**config.mk**
```make
export PLATFORM = sky130hd
export DESIGN_NAME = pwm_tick_gen
export DESIGN_NICKNAME = d
export VERILOG_FILES = /design/src/rtl/pwm_tick_gen.sv
export SDC_FILE = /design/constraint.sdc
export NUM_CORES = 1
export LEC_CHECK = 0
export ABC_AREA = 1
export ABC_CLOCK_PERIOD_IN_PS = 4700
export BUFFER_PORTS_ARGS = -buffer_cell sky130_fd_sc_hd__buf_4
export CAP_MARGIN = 20
export CORE_MARGIN = 1
export CORE_UTILIZATION = 44
export CTS_CLUSTER_SIZE = 10
export DETAILED_ROUTE_END_ITERATION = 7
export PLACE_DENSITY = 0.64
export SETUP_SLACK_MARGIN = 0.3
export SYNTH_ARGS = -nofsm -noshare
export SYNTH_HDL_FRONTEND = slang
export SYNTH_SLANG_ARGS = --single-unit
```
**constraint.sdc**
```tcl
create_clock -name clk -period 4.7 [get_ports clk]
set_input_delay 0.705 -clock clk [delete_from_list [all_inputs] [get_ports clk]]
set_output_delay 0.705 -clock clk [all_outputs]
set_load 0.05 [all_outputs]
```
**src/rtl/pwm_tick_gen.sv**
```systemverilog
// PWM generator clocked by prescaler ticks. Period/duty are loaded into shadow registers
// and become active only on a period boundary (or straight away while idle).
module pwm_tick_gen #(
    parameter int unsigned WIDTH = 32
) (
    input  logic             clk,
    input  logic             rst,
    input  logic             tick,
    input  logic             enable,
    input  logic [WIDTH-1:0] cfg_period,
    input  logic [WIDTH-1:0] cfg_duty,
    input  logic             cfg_valid,
    output logic             cfg_ready,
    output logic             pwm_out,
    output logic             period_end,
    output logic             busy
);

    localparam logic [WIDTH-1:0] One = WIDTH'(1);

    typedef enum logic [1:0] {StIdle, StRun, StDrain} state_e;

    state_e           state_q, state_d;
    logic [WIDTH-1:0] cnt_q, cnt_d;
    logic [WIDTH-1:0] act_period_q, act_period_d;
    logic [WIDTH-1:0] act_duty_q, act_duty_d;
    logic [WIDTH-1:0] sh_period_q, sh_duty_q;
    logic             shadow_pending_q, shadow_pending_d;
    logic             pwm_d, period_end_d;
    logic             xfer, last_cnt, apply;

    assign cfg_ready = ~shadow_pending_q;
    assign xfer      = cfg_valid & cfg_ready;
    assign busy      = (state_q != StIdle);
    // Guarded so act_period-1 is never evaluated for a zero period.
    assign last_cnt  = (act_period_q != '0) && (cnt_q == act_period_q - One);

    always_comb begin
        state_d          = state_q;
        cnt_d            = cnt_q;
        act_period_d     = act_period_q;
        act_duty_d       = act_duty_q;
        shadow_pending_d = shadow_pending_q;
        period_end_d     = 1'b0;
        apply            = 1'b0;

        unique case (state_q)
            StIdle: begin
                cnt_d = '0;
                if (shadow_pending_q) begin
                    apply = 1'b1;
                end else if (enable && (act_period_q != '0)) begin
                    state_d = StRun;
                end
            end
            StRun, StDrain: begin
                if (tick && last_cnt) begin
                    cnt_d        = '0;
                    period_end_d = 1'b1;
                    apply        = shadow_pending_q;
                    state_d      = enable ? StRun : StIdle;
                end else begin
                    if (tick) begin
                        cnt_d = cnt_q + One;
                    end
                    state_d = enable ? StRun : StDrain;
                end
            end
            default: begin
                state_d = StIdle;
                cnt_d   = '0;
            end
        endcase

        if (apply) begin
            act_period_d     = sh_period_q;
            act_duty_d       = sh_duty_q;
            shadow_pending_d = 1'b0;
            if (sh_period_q == '0) begin
                state_d = StIdle;
            end
        end

        // A transfer needs an empty shadow, so it never collides with an apply.
        if (xfer) begin
            shadow_pending_d = 1'b1;
        end

        pwm_d = (state_d != StIdle) && (cnt_d < act_duty_d);
    end

    always_ff @(posedge clk) begin
        if (rst) begin
            state_q          <= StIdle;
            cnt_q            <= '0;
            act_period_q     <= '0;
            act_duty_q       <= '0;
            sh_period_q      <= '0;
            sh_duty_q        <= '0;
            shadow_pending_q <= 1'b0;
            pwm_out          <= 1'b0;
            period_end       <= 1'b0;
        end else begin
            state_q          <= state_d;
            cnt_q            <= cnt_d;
            act_period_q     <= act_period_d;
            act_duty_q       <= act_duty_d;
            shadow_pending_q <= shadow_pending_d;
            pwm_out          <= pwm_d;
            period_end       <= period_end_d;
            if (xfer) begin
                sh_period_q <= cfg_period;
                sh_duty_q   <= cfg_duty;
            end
        end
    end

endmodule

```
==> run summary <==
Synth area leader - dfxtp_1
Post-Synth XOR/XNOR Area - 3.861%
Most used cell, CP - nand2_1
Chip height - 144.8 um
Slowest stage delay, CP - 0.36 ns
Worst Hold Class - flop to flop
First-pass GRT wire length - 38480 um
Vias in the first global route - 7629
Core box area - 0.01972 mm2
Pwr dens - 431.9 mW/mm2
Die area - 0.02098 mm2
Post-synth EDFFs - 0
Synth async-reset ratio - 0%
Post-synth top area share - 36.79%
Pint - 2.754 mW
Final Skew - 0.01241 ns
Row count - 51
Antenna violations before repair - 1
Largest net degree at the start of global routing - 62
Worst IR Drop VDD - 0.0002571 V
Most area-consuming cells after synthesis - dfxtp_1 (37%), nor2_1 (11%), nand2_1 (9.5%), o21ai_0 (6.5%), ha_1 (5.0%)
Post-DP HPWL - 17980 um
Root buffer cell - clkbuf_16
WL final - 24110 um
Buffer depth of the longest clock path - 2
Combinational family with the most area after synthesis - simple AND/OR/NAND/NOR gates
Critical path arrival - 4.26 ns
Layout Nets - 1454
Adder-cell share of the synthesized area - 5.017%
Worst-Margin Slew - 1.031 ns
Run status - complete, no violations
Switching power - 1.752 mW
Final GP Congestion - 0.9472
Synthesis-stage register bit count - 165
Max-cap viol count - 0
Combinational share of power - 34.5%
# diodes - 0
Pre-Repair DR Iteration Count - 5
Via count - 8443
# fillers - 2031
Sequential power share - 36.1%
Sink Count - 165
Total power draw - 4.506 mW
Register area - 0.003303 mm2
CP required - 5.06 ns
Final Max Slew Viols - 0
Count leader, synth - nor2_1
Max-Slew Margin vs Limit - 31.19%
Cts hold-fix bufs - 0
Syn_nets - 1398
Share of the yosys chip area belonging to registers - 36.79%
Buffers added on ports - 72
CP max-delay cell - dfxtp_1
Initial cell density of the core - 45.53%
F_max - 256.4 MHz
Leakage power - 4.677 nW
Die W - 144.8 um
Drc violations - 0
Total grt overflow - 0
Synth cell count leaders - nor2_1 (267), nand2_1 (228), dfxtp_1 (165)
Crit. End Element - flop
Setup ws final - 0.8003 ns
Ys Warns - 0
Final design utilization - 52.91%
Worst-Skew Late Latency - 0.43 ns
Yosys cell types - 43
Sw frac - 38.88%
Setup violations, final - 0
Fin crit share - 82.97%
Clk pwr share - 29.4%
Startpoint types - flop
Iter 0 DRT Violations - 578
Max FO, Critical Path - 17
Mux share of post-synthesis cell area - 3.568%
H-tree levels - 4
Tot GR Track Use - 23.92%
Area taken by multi-input logic gates - 0.005165 mm2
Mapped Area - 0.008977 mm2
Post-Syn Instances - 1293
Routed Antenna Nets - 0
Setup_tns - 0 ns
Wire per inst - 14.82 um
Crit path kind - flop to flop
Post-Synth Simple-Gate Area - 32.49%
RSZ-0062 raised after global routing - false
Worst-path clk slew - 0.07 ns
Post-synth top flop - dfxtp_1
Vias/cell - 5.189
Layout cells sized above 1 - 11.60%
TritonCTS clock tree - built
# IOs - 73
Layout area overhead - 16.21%
Mean Syn Cell Area - 6.943 um2
Setup slack at placement - 0.3779 ns
Final hold vios - 0
Compound-Gate Fraction of Synth Area - 11.25%
TritonCTS Buffers - 17
Fin crit period - 3.900 ns
path summary, 6_finish.rpt:
kind	from	slack, ns	cells past startpoint	to
max	act_period_q[5]	0.80	25	pwm_out
min	sh_period_q[27]	0.47	2	sh_period_q[27]
max reg2reg	act_period_q[5]	0.80	25	pwm_out
min reg2reg	sh_period_q[27]	0.47	2	sh_period_q[27]
critical path, delay by kind of cell, from the launching register on:
family          cells  cell delay [ns]
simple gates       16             1.91
compound gates      6             0.95
flops               1             0.36
fa+ha+maj           1             0.29
mux                 1             0.27
buf+inv             1             0.05
power groups by stage:
| stage | logic [mW] | registers, mW | clock network [mW] |
|---|---|---|---|
| after floorplan | 1.08 | 1.63 | 0 |
| after global placement | 1.44 | 1.65 | 0 |
| after detailed placement | 1.45 | 1.66 | 0 |
| after CTS | 1.46 | 1.62 | 1.35 |
| after global routing | 1.75 | 1.64 | 1.42 |
| final | 1.55 | 1.63 | 1.32 |
metrics by stage:
| step | hold slack (ns) | std cells | area, um2 |
|---|---|---|---|
| finish | 0.4671 | 1627 | 10430 |
| global route | 0.4986 | 1627 | 10430 |
| CTS | 0.4685 | 1621 | 10270 |
| detailed placement | 0.4582 | 1589 | 9717 |
| global placement | 0.4462 | 1589 | 9717 |
| floorplan | 0.4301 | 1293 | 8977 |
sequential cells by signal (all words and copies together), names as in the netlist:
register / count
state_q: 2
pwm_out: 1
act_period_q: 32
act_duty_q: 32
cnt_q: 32
sh_duty_q: 32
sh_period_q: 32
shadow_pending_q: 1
period_end: 1
per-layer routing:
metal,share of wire [%],GRT usage [%],vias to the layer above
met3,4.5,3.554,24
met2,46,39.68,193
met1,48,32.22,3865
met4,1.3,6.482,0
li1,-,-,4361
met5,0,0,-
cells in the final DEF, fill, tap and decap left out, types with 7 or more instances in the layout:
cell type  count
xor2_1        25
ha_1          35
dfxtp_1      165
nand2_1      226
a211oi_1       8
nor3_1        34
and2_1         9
nor2_1       261
a21oi_1       49
xnor2_1       12
inv_1        109
nor2_4         9
nor2_2         8
o21ai_0      115
nor4_1        37
clkbuf_16     17
nand4_1       21
mux2i_1       31
nand3b_1      11
nand2_2        7
nand3_1       36
buf_4         84
cell families (layout without fill, tap and decap cells):
family / count (synthesis) / count (layout)
and+or+nand+nor: 669 / 671
AOI/OAI and AO/OA: 189 / 189
DFF: 165 / 165
buffers and inverters: 164 / 231
xor gates and xnor gates: 38 / 38
adders and majority gates: 36 / 36
muxes: 32 / 32
layout make-up:
| cell class | count | area share, % |
|---|---|---|
| clock buffer | 18 | 4.210 |
| clock inverter | 14 | 1.103 |
| sequential | 165 | 31.66 |
| inverter | 114 | 4.102 |
| multi-input combinational | 966 | 49.51 |
| tap | 265 | 3.178 |
| timing repair buffer | 85 | 6.237 |
timing repair:
action | CTS | global route
resized for setup | 0 | 27
endpoints found under the setup margin | 0 | 1
buffers inserted | 0 | 4
(Power assumes the default switching activity.)
